**src/rtl/dcache_port_merger_if.sv**
```systemverilog
// Bundle of LSU request ports, translation hand-off, dcache lanes and responses.
// The master modport is the surrounding pipeline and cache; the slave is the merger.
interface dcache_port_merger_if #(
    parameter int unsigned NPORTS       = 2,
    parameter int unsigned TAG_WIDTH    = 20,
    parameter int unsigned INDEX_WIDTH  = 8,
    parameter int unsigned OFFSET_WIDTH = 4
);
    // LSU side
    logic [NPORTS-1:0]              req_valid;
    logic [32*NPORTS-1:0]           req_va;
    logic [NPORTS-1:0]              req_we;
    logic [2*NPORTS-1:0]            req_size;
    logic [4*NPORTS-1:0]            req_wstrb;
    logic [32*NPORTS-1:0]           req_wdata;
    logic                           cancel;
    logic [NPORTS-1:0]              port_addr_ok;
    logic [NPORTS-1:0]              port_excp;
    logic [NPORTS-1:0]              port_data_ok;
    logic [32*NPORTS-1:0]           port_rdata;
    // Translation side
    logic [TAG_WIDTH-1:0]           xlate_vtag;
    logic [TAG_WIDTH-1:0]           xlate_ptag;
    logic [1:0]                     xlate_mat;
    logic                           xlate_fault;
    // Dcache side
    logic [NPORTS-1:0]              dc_valid;
    logic [2:0]                     dc_op;
    logic [TAG_WIDTH-1:0]           dc_tag;
    logic [INDEX_WIDTH-1:0]         dc_index;
    logic [OFFSET_WIDTH*NPORTS-1:0] dc_offset;
    logic [4*NPORTS-1:0]            dc_wstrb;
    logic [32*NPORTS-1:0]           dc_wdata;
    logic [2*NPORTS-1:0]            dc_size;
    logic                           dc_uncached;
    logic                           dc_addr_ok;
    logic                           dc_data_ok;
    logic [32*NPORTS-1:0]           dc_rdata;
    logic                           protocol_err;

    modport master (
        output req_valid, req_va, req_we, req_size, req_wstrb, req_wdata, cancel,
        input  port_addr_ok, port_excp, port_data_ok, port_rdata,
        input  xlate_vtag,
        output xlate_ptag, xlate_mat, xlate_fault,
        input  dc_valid, dc_op, dc_tag, dc_index, dc_offset, dc_wstrb, dc_wdata, dc_size,
        input  dc_uncached,
        output dc_addr_ok, dc_data_ok, dc_rdata,
        input  protocol_err
    );

    modport slave (
        input  req_valid, req_va, req_we, req_size, req_wstrb, req_wdata, cancel,
        output port_addr_ok, port_excp, port_data_ok, port_rdata,
        output xlate_vtag,
        input  xlate_ptag, xlate_mat, xlate_fault,
        output dc_valid, dc_op, dc_tag, dc_index, dc_offset, dc_wstrb, dc_wdata, dc_size,
        output dc_uncached,
        input  dc_addr_ok, dc_data_ok, dc_rdata,
        output protocol_err
    );
endinterface

```
**src/rtl/dcache_port_merger.sv**
```systemverilog
// Merges the oldest LSU request with younger same-line requests into one multi-lane
// dcache access and routes completions back through an in-order tracker FIFO.
module dcache_port_merger #(
    parameter int unsigned NPORTS          = 2,
    parameter int unsigned TAG_WIDTH       = 20,
    parameter int unsigned INDEX_WIDTH     = 8,
    parameter int unsigned OFFSET_WIDTH    = 4,
    parameter int unsigned MAX_OUTSTANDING = 2
) (
    input logic                 clk,
    input logic                 reset,
    dcache_port_merger_if.slave bus
);
    localparam int unsigned LineW = 32 - OFFSET_WIDTH;
    localparam int unsigned PtrW  = (MAX_OUTSTANDING > 1) ? $clog2(MAX_OUTSTANDING) : 1;
    localparam int unsigned CntW  = $clog2(MAX_OUTSTANDING + 1);

    logic [NPORTS-1:0] lead_oh;
    logic [NPORTS-1:0] joined;
    logic [LineW-1:0]  lead_line;
    logic              lead_we;
    logic              cached;
    logic              full;
    logic              empty;
    logic              issue_ok;
    logic              push;
    logic              pop;
    logic              head_live;

    logic [NPORTS-1:0] mask_q    [MAX_OUTSTANDING];
    logic [NPORTS-1:0] mask_d    [MAX_OUTSTANDING];
    logic              dropped_q [MAX_OUTSTANDING];
    logic              dropped_d [MAX_OUTSTANDING];
    logic [PtrW-1:0]   wr_ptr_q, wr_ptr_d;
    logic [PtrW-1:0]   rd_ptr_q, rd_ptr_d;
    logic [CntW-1:0]   count_q, count_d;
    logic              protocol_err_q, protocol_err_d;

    function automatic logic [PtrW-1:0] ptr_inc(input logic [PtrW-1:0] p);
        return (p == PtrW'(MAX_OUTSTANDING - 1)) ? '0 : p + 1'b1;
    endfunction

    assign cached = (bus.xlate_mat != 2'd0);

    // Pick the oldest valid port as lead, then extend the group in order until a port
    // fails to join; a port that cannot join blocks everything younger.
    always_comb begin
        logic found;
        logic scanning;
        logic store_seen;
        lead_oh    = '0;
        joined     = '0;
        lead_line  = '0;
        lead_we    = 1'b0;
        found      = 1'b0;
        scanning   = 1'b0;
        store_seen = 1'b0;
        for (int i = 0; i < NPORTS; i++) begin
            if (!found && bus.req_valid[i]) begin
                found      = 1'b1;
                scanning   = 1'b1;
                lead_oh[i] = 1'b1;
                joined[i]  = 1'b1;
                lead_line  = bus.req_va[32*i+OFFSET_WIDTH +: LineW];
                lead_we    = bus.req_we[i];
                store_seen = bus.req_we[i];
            end else if (scanning) begin
                if (bus.req_valid[i] && cached
                        && (bus.req_va[32*i+OFFSET_WIDTH +: LineW] == lead_line)
                        && !(bus.req_we[i] && store_seen)) begin
                    joined[i]  = 1'b1;
                    store_seen = store_seen | bus.req_we[i];
                end else begin
                    scanning = 1'b0;
                end
            end
        end
    end

    // A full tracker may still issue when the head retires in the same cycle.
    assign empty    = (count_q == '0);
    assign full     = (count_q == CntW'(MAX_OUTSTANDING));
    assign issue_ok = !bus.cancel && !bus.xlate_fault && (!full || bus.dc_data_ok);
    assign push     = (|bus.dc_valid) && bus.dc_addr_ok;
    assign pop      = bus.dc_data_ok && !empty;

    assign bus.dc_valid     = joined & {NPORTS{issue_ok}};
    assign bus.port_addr_ok = bus.dc_valid & {NPORTS{bus.dc_addr_ok}};
    assign bus.port_excp    = lead_oh & {NPORTS{bus.xlate_fault && !bus.cancel}};
    assign bus.xlate_vtag   = lead_line[LineW-1 -: TAG_WIDTH];
    assign bus.dc_op        = {2'b00, lead_we};
    assign bus.dc_tag       = bus.xlate_ptag;
    assign bus.dc_index     = lead_line[INDEX_WIDTH-1:0];
    assign bus.dc_wstrb     = bus.req_wstrb;
    assign bus.dc_wdata     = bus.req_wdata;
    assign bus.dc_size      = bus.req_size;
    assign bus.dc_uncached  = !cached;

    // Per-lane line offsets come straight from each port's address.
    always_comb begin
        bus.dc_offset = '0;
        for (int i = 0; i < NPORTS; i++) begin
            bus.dc_offset[OFFSET_WIDTH*i +: OFFSET_WIDTH] = bus.req_va[32*i +: OFFSET_WIDTH];
        end
    end

    // Completions go to the head's lanes unless the head was flushed or a flush is live.
    assign head_live        = bus.dc_data_ok && !empty && !dropped_q[rd_ptr_q] && !bus.cancel;
    assign bus.port_data_ok = mask_q[rd_ptr_q] & {NPORTS{head_live}};
    assign bus.port_rdata   = bus.dc_rdata;
    assign bus.protocol_err = protocol_err_q;

    // Tracker next state: flush marking, push/pop, occupancy and sticky error.
    always_comb begin
        mask_d         = mask_q;
        dropped_d      = dropped_q;
        wr_ptr_d       = wr_ptr_q;
        rd_ptr_d       = rd_ptr_q;
        count_d        = count_q;
        protocol_err_d = protocol_err_q;
        // Marking free slots too is harmless: a push always clears its slot.
        if (bus.cancel) begin
            for (int k = 0; k < MAX_OUTSTANDING; k++) begin
                dropped_d[k] = 1'b1;
            end
        end
        if (push) begin
            mask_d[wr_ptr_q]    = bus.dc_valid;
            dropped_d[wr_ptr_q] = 1'b0;
            wr_ptr_d            = ptr_inc(wr_ptr_q);
        end
        if (pop) begin
            rd_ptr_d = ptr_inc(rd_ptr_q);
        end
        unique case ({push, pop})
            2'b10:   count_d = count_q + 1'b1;
            2'b01:   count_d = count_q - 1'b1;
            default: count_d = count_q;
        endcase
        if (bus.dc_data_ok && empty) begin
            protocol_err_d = 1'b1;
        end
    end

    // Tracker state register; reset drops every in-flight entry.
    always_ff @(posedge clk) begin
        if (reset) begin
            wr_ptr_q       <= '0;
            rd_ptr_q       <= '0;
            count_q        <= '0;
            protocol_err_q <= 1'b0;
            for (int k = 0; k < MAX_OUTSTANDING; k++) begin
                mask_q[k]    <= '0;
                dropped_q[k] <= 1'b0;
            end
        end else begin
            wr_ptr_q       <= wr_ptr_d;
            rd_ptr_q       <= rd_ptr_d;
            count_q        <= count_d;
            protocol_err_q <= protocol_err_d;
            mask_q         <= mask_d;
            dropped_q      <= dropped_d;
        end
    end
endmodule
```
**src/flat_wrapper.sv**
```systemverilog
// flat-port wrapper written by rule: the top's interface ports become plain ports
module dcache_port_merger_flat 
#(
    parameter int unsigned NPORTS          = 2,
    parameter int unsigned TAG_WIDTH       = 20,
    parameter int unsigned INDEX_WIDTH     = 8,
    parameter int unsigned OFFSET_WIDTH    = 4,
    parameter int unsigned MAX_OUTSTANDING = 2
)
  (clk, reset, bus_req_valid, bus_req_va, bus_req_we, bus_req_size, bus_req_wstrb, bus_req_wdata, bus_cancel, bus_port_addr_ok, bus_port_excp, bus_port_data_ok, bus_port_rdata, bus_xlate_vtag, bus_xlate_ptag, bus_xlate_mat, bus_xlate_fault, bus_dc_valid, bus_dc_op, bus_dc_tag, bus_dc_index, bus_dc_offset, bus_dc_wstrb, bus_dc_wdata, bus_dc_size, bus_dc_uncached, bus_dc_addr_ok, bus_dc_data_ok, bus_dc_rdata, bus_protocol_err);
  dcache_port_merger_if #(.NPORTS(NPORTS), .TAG_WIDTH(TAG_WIDTH), .INDEX_WIDTH(INDEX_WIDTH), .OFFSET_WIDTH(OFFSET_WIDTH)) bus_i ();
  input logic clk;
  input logic reset;
  input wire logic [$bits(bus_i.req_valid)-1:0] bus_req_valid;
  input wire logic [$bits(bus_i.req_va)-1:0] bus_req_va;
  input wire logic [$bits(bus_i.req_we)-1:0] bus_req_we;
  input wire logic [$bits(bus_i.req_size)-1:0] bus_req_size;
  input wire logic [$bits(bus_i.req_wstrb)-1:0] bus_req_wstrb;
  input wire logic [$bits(bus_i.req_wdata)-1:0] bus_req_wdata;
  input wire logic [$bits(bus_i.cancel)-1:0] bus_cancel;
  output wire logic [$bits(bus_i.port_addr_ok)-1:0] bus_port_addr_ok;
  output wire logic [$bits(bus_i.port_excp)-1:0] bus_port_excp;
  output wire logic [$bits(bus_i.port_data_ok)-1:0] bus_port_data_ok;
  output wire logic [$bits(bus_i.port_rdata)-1:0] bus_port_rdata;
  output wire logic [$bits(bus_i.xlate_vtag)-1:0] bus_xlate_vtag;
  input wire logic [$bits(bus_i.xlate_ptag)-1:0] bus_xlate_ptag;
  input wire logic [$bits(bus_i.xlate_mat)-1:0] bus_xlate_mat;
  input wire logic [$bits(bus_i.xlate_fault)-1:0] bus_xlate_fault;
  output wire logic [$bits(bus_i.dc_valid)-1:0] bus_dc_valid;
  output wire logic [$bits(bus_i.dc_op)-1:0] bus_dc_op;
  output wire logic [$bits(bus_i.dc_tag)-1:0] bus_dc_tag;
  output wire logic [$bits(bus_i.dc_index)-1:0] bus_dc_index;
  output wire logic [$bits(bus_i.dc_offset)-1:0] bus_dc_offset;
  output wire logic [$bits(bus_i.dc_wstrb)-1:0] bus_dc_wstrb;
  output wire logic [$bits(bus_i.dc_wdata)-1:0] bus_dc_wdata;
  output wire logic [$bits(bus_i.dc_size)-1:0] bus_dc_size;
  output wire logic [$bits(bus_i.dc_uncached)-1:0] bus_dc_uncached;
  input wire logic [$bits(bus_i.dc_addr_ok)-1:0] bus_dc_addr_ok;
  input wire logic [$bits(bus_i.dc_data_ok)-1:0] bus_dc_data_ok;
  input wire logic [$bits(bus_i.dc_rdata)-1:0] bus_dc_rdata;
  output wire logic [$bits(bus_i.protocol_err)-1:0] bus_protocol_err;
  assign bus_i.req_valid = bus_req_valid;
  assign bus_i.req_va = bus_req_va;
  assign bus_i.req_we = bus_req_we;
  assign bus_i.req_size = bus_req_size;
  assign bus_i.req_wstrb = bus_req_wstrb;
  assign bus_i.req_wdata = bus_req_wdata;
  assign bus_i.cancel = bus_cancel;
  assign bus_port_addr_ok = bus_i.port_addr_ok;
  assign bus_port_excp = bus_i.port_excp;
  assign bus_port_data_ok = bus_i.port_data_ok;
  assign bus_port_rdata = bus_i.port_rdata;
  assign bus_xlate_vtag = bus_i.xlate_vtag;
  assign bus_i.xlate_ptag = bus_xlate_ptag;
  assign bus_i.xlate_mat = bus_xlate_mat;
  assign bus_i.xlate_fault = bus_xlate_fault;
  assign bus_dc_valid = bus_i.dc_valid;
  assign bus_dc_op = bus_i.dc_op;
  assign bus_dc_tag = bus_i.dc_tag;
  assign bus_dc_index = bus_i.dc_index;
  assign bus_dc_offset = bus_i.dc_offset;
  assign bus_dc_wstrb = bus_i.dc_wstrb;
  assign bus_dc_wdata = bus_i.dc_wdata;
  assign bus_dc_size = bus_i.dc_size;
  assign bus_dc_uncached = bus_i.dc_uncached;
  assign bus_i.dc_addr_ok = bus_dc_addr_ok;
  assign bus_i.dc_data_ok = bus_dc_data_ok;
  assign bus_i.dc_rdata = bus_dc_rdata;
  assign bus_protocol_err = bus_i.protocol_err;
  dcache_port_merger #(.NPORTS(NPORTS), .TAG_WIDTH(TAG_WIDTH), .INDEX_WIDTH(INDEX_WIDTH), .OFFSET_WIDTH(OFFSET_WIDTH), .MAX_OUTSTANDING(MAX_OUTSTANDING)) u_core (.clk(clk), .reset(reset), .bus(bus_i));
endmodule
```
**config.mk**
```make
export PLATFORM = sky130hd
export DESIGN_NAME = dcache_port_merger_flat
export DESIGN_NICKNAME = d
export VERILOG_FILES = /design/src/rtl/dcache_port_merger_if.sv /design/src/rtl/dcache_port_merger.sv /design/src/flat_wrapper.sv
export SDC_FILE = /design/constraint.sdc
export NUM_CORES = 1
export LEC_CHECK = 0
export CORE_AREA = 2 2 172 174
export CTS_BUF_LIST = sky130_fd_sc_hd__clkbuf_8 sky130_fd_sc_hd__clkbuf_16
export DETAILED_ROUTE_END_ITERATION = 12
export DIE_AREA = 0 0 174 176
export PLACE_DENSITY = 0.46
export RECOVER_POWER = 100
export REMOVE_ABC_BUFFERS = 1
export SETUP_SLACK_MARGIN = 0.4
export SLEW_MARGIN = 20
export SYNTH_ARGS = -nofsm -noshare
export SYNTH_HDL_FRONTEND = slang
export SYNTH_SLANG_ARGS = --single-unit
```
**constraint.sdc**
```tcl
create_clock -name clk -period 4.4 [get_ports clk]
set_input_delay 0.88 -clock clk [delete_from_list [all_inputs] [get_ports clk]]
set_output_delay 0.88 -clock clk [all_outputs]
set_load 0.01 [all_outputs]
```
-- After elaboration in Yosys (flattened, before gate mapping)
Cells that the tools add are included.
- $lt $le $gt $ge: 3
- eq/ne operators: 4
- add/sub/neg operators: 4
- shift operators: 0
- reductions and logical operators: 27
- multiplexer cells: 25
- bitwise operators: 8
- multiply operators: 0
- divide/modulo/power cells: 0
- operators by type and width (operator ; count):
    2-to-1 mux 28 bit ; 2
    == test 28 bit ; 1
    logical AND 1 bit ; 14
    2-to-1 mux 1 bit ; 13
    2-to-1 mux 2 bit ; 6
    bitwise AND 2 bit ; 5
    logical NOT 1 bit ; 8
    bitwise mux 4 bit ; 1
    == test 2 bit (second input constant) ; 2
    greater-or-equal comparator 2 bit (second input constant) ; 2
    NOT 1 -> 2 bit ; 2
    case mux 2 bit (2 select lines) ; 1
    nonzero test 2 bit ; 2
    adder 1 bit (second input constant) ; 2
    adder 2 x 1 -> 2 bit (second input constant) ; 1
    demux 2 bit (select 1 bit) ; 1
    == test 2 x 1 -> 1 bit (second input constant) ; 1
    logical NOT 2 bit ; 1
    < comparator 2 x 1 -> 1 bit (second input constant) ; 1
    NOT 2 bit ; 1
    OR reduction 2 bit ; 1
    subtractor 2 x 1 -> 2 bit (second input constant) ; 1
    demux 1 bit (select 1 bit) ; 1
    logical OR 1 bit ; 1
- memories: 0
- bits in latches: 0
- RAM bits: 0
- register bits after elaboration: 11
- memory bits (read-only): 0
- logic and storage cells: 79
- input bits: 236

-- Longest topological paths before layout
Gate-level depths: netlist of the first run.
- word-level depth: 12
- mapped depth: 8
- depth with buffers taken out: 8

-- Least setup slack after synthesis of the first run
No wires, ideal clock.
- path kind: input to output
- start point: input bus_req_valid[0]
- end point: output bus_port_addr_ok[1]
- setup slack: 1.101 ns
- data arrival time: 2.419 ns
- data required time: 3.520 ns
- cell stages on the path: 8
- cell sequence: buf_6 > buf_6 > nand2_1 > o22ai_1 > nor4_2 > o2111ai_1 > or4_4 > o31ai_2
- cells in the longest elaborated chain, start to end: 9
- ends and longest elaborated chain (element ; line ; source):
    from (decl) ; flat_wrapper.sv:14 ; input wire logic [$bits(bus_i.req_valid)-1:0] bus_req_valid;
    2-to-1 mux 28 bit / 2-to-1 mux 1 bit (equally long branches) ; dcache_port_merger.sv:59 ; if (!found && bus.req_valid[i]) begin
    == test 28 bit / logical AND 1 bit (equally long branches) ; dcache_port_merger.sv:69, dcache_port_merger.sv:70 ;
    logical AND 1 bit / logical NOT 1 bit (equally long branches) ; dcache_port_merger.sv:69, dcache_port_merger.sv:70 ;
    logical AND 1 bit ; dcache_port_merger.sv:70 ; && !(bus.req_we[i] && store_seen)) begin
    2-to-1 mux 1 bit ; dcache_port_merger.sv:68 ; if (bus.req_valid[i] && cached
    2-to-1 mux 1 bit ; dcache_port_merger.sv:67 ; end else if (scanning) begin
    2-to-1 mux 1 bit (*) ; dcache_port_merger.sv:59 ;
    bitwise AND 2 bit (*) ; dcache_port_merger.sv:87 ; assign bus.dc_valid = joined & {NPORTS{issue_ok}};
    bitwise AND 2 bit (*) ; dcache_port_merger.sv:88 ; assign bus.port_addr_ok = bus.dc_valid & {NPORTS{bus.dc_addr_ok}};
    to (decl) ; flat_wrapper.sv:21 ; output wire logic [$bits(bus_i.port_addr_ok)-1:0] bus_port_addr_ok;
Mark *: on every way between the ends. The rest lies on a longest branch, timed or not.

-- Worst setup path in the final report of the first run
- start point: input bus_req_va[36]
- end point: output bus_port_addr_ok[1]
- cells in the longest elaborated chain, start to end: 8
- ends and longest elaborated chain (element ; line ; source):
    from (decl) ; flat_wrapper.sv:15 ; input wire logic [$bits(bus_i.req_va)-1:0] bus_req_va;
    == test 28 bit ; dcache_port_merger.sv:69 ; && (bus.req_va[32*i+OFFSET_WIDTH +: LineW] == lead_line)
    logical AND 1 bit ; dcache_port_merger.sv:69 ;
    logical AND 1 bit ; dcache_port_merger.sv:70 ;
    2-to-1 mux 1 bit ; dcache_port_merger.sv:68 ;
    2-to-1 mux 1 bit ; dcache_port_merger.sv:67 ;
    2-to-1 mux 1 bit ; dcache_port_merger.sv:59 ;
    bitwise AND 2 bit ; dcache_port_merger.sv:87 ;
    bitwise AND 2 bit ; dcache_port_merger.sv:88 ;
Every way passes these cells.

==> parameters.txt, run 1 <==
Parameter                              Value

Outcome
  Result of the run ... finished, final reports clean

Route
  Iteration-0 DRC Markers ... 150
  Post-DR wirelength/cell ... 59.2 um
  First-pass iteration count of the detailed router ... 5
  Via density per instance ... 3.78
  Final wirelength ... 42.4 mm
  Total number of vias ... 2707
  # DRC ... 0
  Number of nets with antenna violations after routing ... 0

Placement
  RePlAce Congestion ... 1.22
  DPL Wire Length ... 40.6 mm
  Count of buffers inserted at the top-level ports ... 106

Critical path
  Data required time at the worst endpoint ... 3520 ps
  Startpoint kind of the worst setup timing path ... primary input
  Worst Reg2Reg Path Length in Cells ... 7
  CP max FO ... 4
  Reg-to-reg setup timing slack ... 1720 ps
  Endpoint type of the worst setup path ... primary output
  Arrival time worst endpoint ... 3150 ps
  Endpoint of the lowest-slack register-to-register path ... u_core.count_q[1]$_SDFFE_PP0P_
  Startpoint of the most critical register-to-register path ... u_core.count_q[0]$_SDFFE_PP0P_
  Critical path type ... primary input to primary output

Pwr
  Static power due to leakage ... 0.00112 uW
  Peak ir drop on the vdd network ... 83.8 uV
  Power density normalized to cell area ... 172 nW/um^2

Floorplanning
  Overall die area ... 30600 um^2
  Die Height ... 176 um
  Ports ... 445
  Number of placement rows ... 62
  Placeable core area ... 28500 um^2
  Width of the die ... 174 um
  Initial Utilization ... 9.65%

STA
  Skew final ... 2.36 ps
  Count of final max-slew check failures ... 0
  Final Hold Fails ... 0
  Fmax achieved ... 248 MHz
  Final setup fails ... 0
  Setup repair after global routing missed its margin ... no
  Max-slew headroom at the worst pin ... 40.3%
  Worst Max-Slew Pin Slew ... 887 ps
  Post-route clock period utilization ... 91.6%
  Minimum period implied by the final worst setup slack ... 4030 ps
  Total Negative Setup Slacks ... 0 ps

Min path
  Worst min path class ... flip-flop to flip-flop
  Beginning of the worst hold path ... u_core.mask_q[2]$_SDFFE_PP0P_
  Worst Hold Path EP ... u_core.mask_q[2]$_SDFFE_PP0P_
  Hold path cells ... 2

Finish
  Syn-to-layout area delta ... 14.6%
  Most common cell after layout, fill and taps aside ... sky130_fd_sc_hd__clkdlybuf4s50_1
  Number of nets at the end of the flow ... 570
  Most frequent cells in the layout ... sky130_fd_sc_hd__clkdlybuf4s50_1 (58), sky130_fd_sc_hd__dlygate4sd3_1 (37), sky130_fd_sc_hd__nor2_1 (25), sky130_fd_sc_hd__a22o_1 (22), sky130_fd_sc_hd__nand2_1 (19)
  Number of antenna repair diodes ... 0
  Share of the core filled with cells ... 11.1%
  Filler cells ... 3425
  Fraction of final layout cells with drive strength greater than 1 ... 8.73%

CTS
  Clock buffer depth ... 2
  Hold bufs inserted after CTS ... 0
  Clock tree from TritonCTS ... yes
  Number of levels in the clock H-tree ... 1
  Clock tree sinks ... 11
  CTS clk-pin slew, worst paths ... 40 ps
  Number of clock buffers inserted by TritonCTS ... 3
  Clock root buffer ... sky130_fd_sc_hd__clkbuf_16
  Count of buffers added by post-CTS timing repair for setup ... 0
  Clock network latency to the later pin of the worst-skew pair ... 240 ps

GRT
  Maximum number of pins on one net before global-route repair ... 23
  GR Util All Layers ... 26.8%
  Wire length of the first global-routing pass ... 48.3 mm
  Vias in the first global route ... 2641
  Initial antenna violation count ... 2
  Remaining global-route overflow ... 0

Synthesis
  Part of the Yosys area used for sequential elements ... 7.99%
  Mean post-synth cell area ... 7.14 um^2
  Synthesized area ... 2760 um^2
  Asr flop ratio synth ... 0%
  Most common flop cell mapped by yosys ... sky130_fd_sc_hd__dfxtp_1
  Total number of yosys warnings ... 0
  Library cells used by synthesis ... 50
  Flops & latches, synth ... 11
  Cell count after synthesis ... 386
  Number of enable flip-flop cells after synthesis ... 0

Flow run
  Max capacitance violation total ... 0
==> kinds of logic (layout without fill, tap and decap cells) <==
kind of cell | after synthesis | in the layout | synth area share, %
flip-flops | 11 | 11 | 7.99
adder cells (fa/ha/maj) | 1 | 1 | 0.454
AO/OA/AOI/OAI | 77 | 77 | 20.1
other | 1 | 2 | 0.136
XOR/XNOR | 11 | 11 | 3.50
multiplexers | 3 | 3 | 1.14
buffers and inverters | 198 | 143 | 50.9
AND/OR/NAND/NOR | 84 | 84 | 15.8
==> final cells by class <==
| type | instances | area (um^2) | share of cell area, % |
|---|---|---|---|
| Timing Repair Buffer | 122 | 1160 | 36.8 |
| Inverter | 17 | 63.8 | 2.02 |
| Clock buffer | 3 | 75.1 | 2.38 |
| Sequential cell | 11 | 220 | 6.98 |
| Tap cell | 384 | 480 | 15.2 |
| Clock inverter | 1 | 3.75 | 0.119 |
| Multi-Input combinational cell | 178 | 1150 | 36.5 |
==> flip-flops by register name, indices dropped and copies added (netlist names) <==
signal                   count
u_core.mask_q                4
u_core.rd_ptr_q              1
u_core.count_q               2
u_core.dropped_q             2
u_core.wr_ptr_q              1
u_core.bus.protocol_err      1
==> synth_stat cells, drive strengths merged (3+ instances only) <==
library cell  instances  area, um^2
xnor2                 6        52.6
xor2                  5        43.8
nor3                  6        30.0
buf                 175        1320
nand3                 8        40.0
o31ai                 5        47.5
nand2                19        71.3
o22ai                10        62.6
dfxtp                11         220
nor2b                 3        26.3
o21ai                17        85.1
or4                   3        30.0
nor2                 25        93.8
a22o                 22         193
nand4b                3        26.3
nand2b                3        18.8
nor4                  4        31.3
inv                  17        63.8
a21oi                10        50.1
clkbuf                6        22.5
==> layer usage <==
layer	global-route usage (%)	share of wire, %	vias to the layer above	routed length [um]
li1	-	-	1035	-
met1	11.5	16	1122	6590
met2	47.9	49	492	20900
met3	39.7	31	46	13300
met4	6.55	3.1	12	1330
met5	6.57	0.75	-	317
==> per-stage QoR <==
step           hold WS [ps]  worst slack, ps  instances  instance area [um^2]  total power (uW)
2_1_floorplan           447             1110        206                  1420               209
3_3_place_gp            488           0.0997        712                  3090               391
3_5_place_dp            474            -18.6        712                  3090               389
4_1_cts                 484              409        716                  3150               559
5_1_grt                 513              246        716                  3160               577
6_report                498              368        716                  3160               543
==> worst max-delay path, stage by stage <==
cell and delay [ps]:
sky130_fd_sc_hd__dlygate4sd3_1 600, sky130_fd_sc_hd__inv_1 70, sky130_fd_sc_hd__a221oi_1 300, sky130_fd_sc_hd__a21oi_1 190
sky130_fd_sc_hd__or4_1 620, sky130_fd_sc_hd__o31ai_2 300, sky130_fd_sc_hd__clkbuf_1 180
==> report_power, final <==
| group | internal [uW] | switching, uW |
|---|---|---|
| combinational | 135 | 123 |
| sequential | 108 | 9.67 |
| clock | 120 | 47.3 |
| total | 362 | 180 |
==> how the worst max path moves through the flow <==
stage / startpoint / end / slack, ps / cells after the start
after detailed placement: bus_req_va[27] / bus_port_addr_ok[1] / -20 / 8
after global routing: bus_req_va[36] / bus_port_addr_ok[1] / 250 / 7
final: bus_req_va[36] / bus_port_addr_ok[1] / 370 / 7
after CTS: bus_req_va[15] / bus_port_addr_ok[1] / 410 / 8
after floorplan: bus_req_va[27] / bus_port_addr_ok[1] / 1110 / 6
after global placement: bus_req_va[27] / bus_port_addr_ok[1] / 0.1 / 8
==> what timing repair did <==
item	in CTS	in global routing
pin swaps	4	1
resized for setup	17	2
endpoints found under the setup margin	2	2
(Power assumes the default switching activity.)
==> run 2: changes to the inputs <==
Settings changed: HOLD_SLACK_MARGIN set to 0.08.
==> results of run 2 <==
The final DEF is identical to that of run 1; final timing and power are the same.
